File: config.mk
export PLATFORM = sky130hd
export DESIGN_NAME = nibble_serial_adder_ctrl
export DESIGN_NICKNAME = d
export VERILOG_FILES = /design/src/rtl/nibble_serial_adder_ctrl_pkg.sv /design/src/rtl/nibble_serial_adder_ctrl_add4.sv /design/src/rtl/nibble_serial_adder_ctrl.sv
export SDC_FILE = /design/constraint.sdc
export NUM_CORES = 1
export LEC_CHECK = 0
export CORE_MARGIN = 10
export CORE_UTILIZATION = 52
export DETAILED_ROUTE_END_ITERATION = 16
export PLACE_DENSITY = 0.79
export SYNTH_ARGS = -nofsm -noshare
export SYNTH_HDL_FRONTEND = slang
export SYNTH_HIERARCHICAL = 1
export SYNTH_SLANG_ARGS = --single-unit
File: constraint.sdc
create_clock -name clk -period 2.5 [get_ports clk]
set_input_delay 0.375 -clock clk [delete_from_list [all_inputs] [get_ports clk]]
set_output_delay 0.375 -clock clk [all_outputs]
set_load 0.005 [all_outputs]
File: src/rtl/nibble_serial_adder_ctrl_pkg.sv
// Shared definitions for the nibble-serial adder: FSM state encoding,
// slice width and the default operand size in nibbles.
package add_pkg;
  localparam int SLICE_W     = 4;
  localparam int NIBBLES_DEF = 4;
  localparam int STATE_W     = 2;

  typedef enum logic [STATE_W-1:0] {
    IDLE = 2'd0,
    RUN  = 2'd1,
    DONE = 2'd2
  } state_e;
endpackage

File: src/rtl/nibble_serial_adder_ctrl_add4.sv
// Combinational 4-bit adder slice shared by every nibble of the wide add.
module nibble_add4 (
  input  logic [3:0] a,
  input  logic [3:0] b,
  input  logic       ci,
  output logic [3:0] s,
  output logic       co
);
  assign {co, s} = {1'b0, a} + {1'b0, b} + {4'b0000, ci};
endmodule

File: src/rtl/nibble_serial_adder_ctrl.sv
// Wide adder sequencer: one 4-bit slice processes a nibble per clock, LSB first,
// with the inter-nibble carry held in a register.
module nibble_serial_adder_ctrl
  import add_pkg::*;
#(
  parameter  int NIBBLES = NIBBLES_DEF,
  localparam int W       = SLICE_W * NIBBLES,
  localparam int CNT_W   = $clog2(NIBBLES)
) (
  input  logic         clk,
  input  logic         rst,
  input  logic         start,
  input  logic [W-1:0] a,
  input  logic [W-1:0] b,
  input  logic         cin,
  output logic         busy,
  output logic         done,
  output logic [W-1:0] sum,
  output logic         cout
);

  localparam logic [CNT_W-1:0] LAST_NIB = CNT_W'(NIBBLES - 1);

  state_e               state_q;
  logic [W-1:0]         a_sh_q;
  logic [W-1:0]         b_sh_q;
  logic                 carry_q;
  logic [CNT_W-1:0]     cnt_q;
  logic [W-1:0]         sum_q;
  logic                 cout_q;

  logic [SLICE_W-1:0]   nib_d;
  logic                 slice_co_d;

  nibble_add4 u_slice (
    .a  (a_sh_q[SLICE_W-1:0]),
    .b  (b_sh_q[SLICE_W-1:0]),
    .ci (carry_q),
    .s  (nib_d),
    .co (slice_co_d)
  );

  always_ff @(posedge clk or posedge rst) begin
    if (rst) begin
      state_q <= IDLE;
      a_sh_q  <= '0;
      b_sh_q  <= '0;
      carry_q <= 1'b0;
      cnt_q   <= '0;
      sum_q   <= '0;
      cout_q  <= 1'b0;
    end else begin
      case (state_q)
        IDLE, DONE: begin
          if (start) begin
            a_sh_q  <= a;
            b_sh_q  <= b;
            carry_q <= cin;
            cnt_q   <= '0;
            sum_q   <= '0;
            cout_q  <= 1'b0;
            state_q <= RUN;
          end else begin
            state_q <= IDLE;
          end
        end
        RUN: begin
          // Result nibbles enter at the MSB end so the LSB nibble lands at [3:0] last.
          sum_q   <= {nib_d, sum_q[W-1:SLICE_W]};
          carry_q <= slice_co_d;
          a_sh_q  <= {{SLICE_W{1'b0}}, a_sh_q[W-1:SLICE_W]};
          b_sh_q  <= {{SLICE_W{1'b0}}, b_sh_q[W-1:SLICE_W]};
          cnt_q   <= cnt_q + CNT_W'(1);
          if (cnt_q == LAST_NIB) begin
            cout_q  <= slice_co_d;
            state_q <= DONE;
          end
        end
        default: state_q <= IDLE;
      endcase
    end
  end

  assign busy = (state_q == RUN);
  assign done = (state_q == DONE);
  assign sum  = sum_q;
  assign cout = cout_q;

endmodule

**After elaboration in Yosys (flattened, before gate mapping)**

Cells that the tools add are included.

- Word-level logic and storage cells: 36
- Flip-flop bits (word level): 54
- Output and inout port bits: 19
- Input port bits: 36

- Eq/ne operators: 5
- Reductions and logical operators: 5
- Muxes and demuxes: 16
- $add $sub $neg: 3

Operators with widths:

| cell | number |
|---|---|
| $pmux W16 S2 | 3 |
| $mux W16 | 3 |
| $pmux W2 S2 | 2 |
| $add A4 B4 Y5 | 1 |
| $add A5 B1 Y5 | 1 |
| $eq A2 B2 Y1 const B | 2 |
| $mux W1 | 4 |
| $mux W2 | 2 |
| $pmux W1 S2 | 2 |
| $reduce_and A3 Y1 | 1 |
| $add A2 B1 Y2 const B | 1 |
| $eq A2 B1 Y1 const B | 1 |
| $logic_not A2 Y1 | 1 |
| $ne A2 B1 Y1 const B | 1 |
| $ne A2 B2 Y1 const B | 1 |
| $reduce_and A2 Y1 | 1 |
| $reduce_bool A2 Y1 | 1 |
| $reduce_or A2 Y1 | 1 |

**Depth between registers and ports, before layout**

- Word-level depth: 4
- Gate-level depth with buffers: 8
- Depth with buffers taken out: 8

**Cells and area by module**

The synthesis kept the hierarchy.

By module, submodules not included:

| module | times used | area an instance (um2) | cells each |
|---|---|---|---|
| nibble_serial_adder_ctrl | 1 | 2845.2 | 273 |
| nibble_add4 | 1 | 143.9 | 16 |

**Worst setup path after synthesis**

No wires, ideal clock.

- Path kind: flip-flop to flip-flop
- From: register a_sh_q[0]
- To: register cout_q, in the netlist cout
- Data required time: 2.379 ns
- Stages on the path, launching flop included: 9
- Setup slack: 0.641 ns
- Data arrival time: 1.738 ns
- Path through: dfrtp_1 > fa_1 > inv_1 > fa_1 > nor2b_1 > o21ai_0 > nand2b_1 > mux2_2 > a22o_1

- Longest elaborated chain between the ends: 4

Ends and longest elaborated chain:

| what | line | text |
|---|---|---|
| from (decl) | nibble_serial_adder_ctrl.sv:25 | `logic [W-1:0] a_sh_q;` |
| from (signal assigned) | nibble_serial_adder_ctrl.sv:71 | `a_sh_q <= {{SLICE_W{1'b0}}, a_sh_q[W-1:SLICE_W]};` |
| $add A4 B4 Y5 | nibble_serial_adder_ctrl_add4.sv:9 | `assign {co, s} = {1'b0, a} + {1'b0, b} + {4'b0000, ci};` |
| $add A5 B1 Y5 | nibble_serial_adder_ctrl_add4.sv:9 |  |
| via slice_co_d | nibble_serial_adder_ctrl.sv:33 | `logic slice_co_d;` |
| $mux W1 | nibble_serial_adder_ctrl.sv:74 | `if (cnt_q == LAST_NIB) begin` |
| $pmux W1 S2 | nibble_serial_adder_ctrl.sv:53 | `case (state_q)` |
| to (signal assigned) | nibble_serial_adder_ctrl.sv:75 | `cout_q <= slice_co_d;` |
| to (decl) | nibble_serial_adder_ctrl.sv:30 | `logic cout_q;` |

The timed path passes the listed nets, and every way through them passes these cells. The select of a mux whose other input is x is not followed.
A chain may end at the register's enable or synchronous reset.

**Worst setup path after layout**

Same ends and word-level chain as after synthesis.

==> metrics <==
Initial DRC Count 99; Post-synth EDFFs 0; Seq pwr share 0.374; fin worst setup slack 0.5283 ns; Final ANT Viol Nets 0; total CTS buffers 5; Post-DP Area 3527 um^2; worst-case vdd ir drop 0.0005103 V; Slew @ Worst Pin 0.5841 ns; GRT Overall Usage 0.1473; startpoint class of the critical path register; Clock Sinks 54; TritonCTS clock tree built; Synth Area per Inst 10.34 um^2; Int Power 2.766 mW; Core Area 5540 um^2; sequential share of the synthesized area 0.4521; Synth top area share 0.4521; min-delay worst type in -> async; Finished Layout Cells 407; clk_skew 0.006066 ns; Max Cap Violations 0; area leader, netlist dfrtp_1; Synth Warn # 6; Relative slew margins 0.6106; P&R area growth vs syn 21.64%; cell count after placement 399; initial antenna violation count 0; Max H-tree Level 2; switching part of the total 0.3693; clock share of power 0.132; clk root buf clkbuf_8; # diodes 0; GR Overflow Total 0; syn nets 331; 1st-pass router iterations 4; post-layout minimum cycle time 1.972 ns; Starting Density 0.5395; ys flop type dfrtp_1; RSZ-0062 raised after global routing false; CTS max path bufs 2; setup TNS 0 ns; Die ar. 9181 um^2; final instance area 3636 um^2; largest fanout on the critical path 3; Post-CTS Hold Fix Bufs 0; via count 2219; Distinct cells, synth 30; CP required 2.71 ns; Final Hold Vio Count 0; number of global-route vias before repair 2375; layout cells sized above 1 0.1254; Final Power 4.386 mW; WS Path Type reg -> reg; most area-consuming cells after synthesis dfrtp_1 (45%), mux2i_1 (8.0%), mux2_2 (6.8%); largest net degree at the start of global routing 43; Final Core Density 0.6563; Rows 27; total wire length 6392 um; highest clock rate 507.2 MHz; RD Place Congestion 0.7950; Power Density 1206 nW/um^2; fin nets 376; most frequent cells after synthesis dfrtp_1 (54), mux2i_1 (24), o21ai_0 (24); worst-skew pair later-pin latency 0.31 ns; Post-CTS Setup Inserts 0; P_leak 1.475 nW; count of state elements after synthesis 54; most frequent cell after synthesis dfrtp_1; Reg clk slew, reported paths 0.09 ns; Cell Area, Synth 2989 um^2; Die Y 95.82 um; Async SR Flop Fraction 1.000; io pins 55; # setup viols final 0; DR DRC count 0; Filler cells 463; wire length of the first global-routing pass 11010 um; Final Cycle Share 0.7887; die width 95.82 um; crit end category register; net switching power 1.620 mW; pre-CTS WS 0.5475 ns; combinational share of power 0.495; Post-DP HPWL 4512 um; IO buf count 54; # resized after CTS 0; worst hold margin 0.3692 ns; Via-to-Cell Ratio 5.452; WP data arrival 2.18 ns; status complete, no violations; Mapped Cells 289; pins over their slew limit 0; routed len/inst 15.71 um
[power by group through the flow]
stage / clock (mW) / sequential (mW) / combinational (mW)
CTS: 0.594 / 1.64 / 2.19
detailed placement: 0 / 1.66 / 2.17
global route: 0.630 / 1.71 / 2.46
global placement: 0 / 1.64 / 2.09
floorplan: 0 / 1.54 / 1.66
finish: 0.578 / 1.64 / 2.17
[sequential cells by signal (all words and copies together) (netlist names)]
name / flops
a_sh_q: 16
b_sh_q: 16
sum: 16
cnt_q: 2
state_q: 2
carry_q: 1
cout: 1
[layout by cell type (no fill, tap or decap), types with 6 or more instances in the layout]
cell	instances
clkdlybuf4s50_1	53
dfrtp_1	52
o21ai_0	24
mux2i_1	24
nor2b_1	22
nand2b_1	20
a211oi_1	19
a21oi_1	19
mux2_2	18
nand2_1	17
buf_4	8
nor2_1	6
[per-layer routing]
metal  track usage  routed length (um)  vias up
li1              -                   -     1104
met1        0.1816                2912     1048
met2        0.2359                2884       57
met3       0.04981                 474       10
met4       0.05160                 121        0
met5             0                   0        -
[layout make-up]
cell class	instances	area, um^2	share of cell area
clock buffers	5	68.82	0.01893
clock inverters	3	40.04	0.01101
inverters	6	30.03	0.008259
multi-input cells	205	1458	0.4009
flip-flops and latches	54	1354	0.3723
well taps	72	90.09	0.02478
repair buffers	62	595.6	0.1638
[cell families after synthesis]
family                     synth area share
AOI/OAI and AO/OA                    0.1536
adders and majority gates           0.03014
buffers and inverters               0.06028
xor gates and xnor gates           0.008792
and+or+nand+nor                      0.1469
muxes                                0.1482
DFF                                  0.4521
[final timing paths]
kind / endpoint / cells past startpoint / from / slack [ns]
min in group clk: cnt_q[0] / 2 / start / 0.42
hold / removal: a_sh_q[4] / 2 / rst / 0.37
setup / recovery: cout / 8 / a_sh_q[0] / 0.53
max in group asynchronous: b_sh_q[4] / 3 / rst / 1.52
hold reg to reg: a_sh_q[14] / 1 / a_sh_q[14] / 0.52
setup reg to reg: cout / 8 / a_sh_q[0] / 0.53
[worst max-delay path, stage by stage, from the launching register on]
cell and delay, ns:
dfrtp_1 0.41, fa_1 0.44, inv_1 0.08, fa_1 0.20, nor2b_1 0.06, o21ai_0 0.14, nand2b_1 0.10, mux2_2 0.27
a22o_1 0.17
Power figures use the tool's default switching activity.
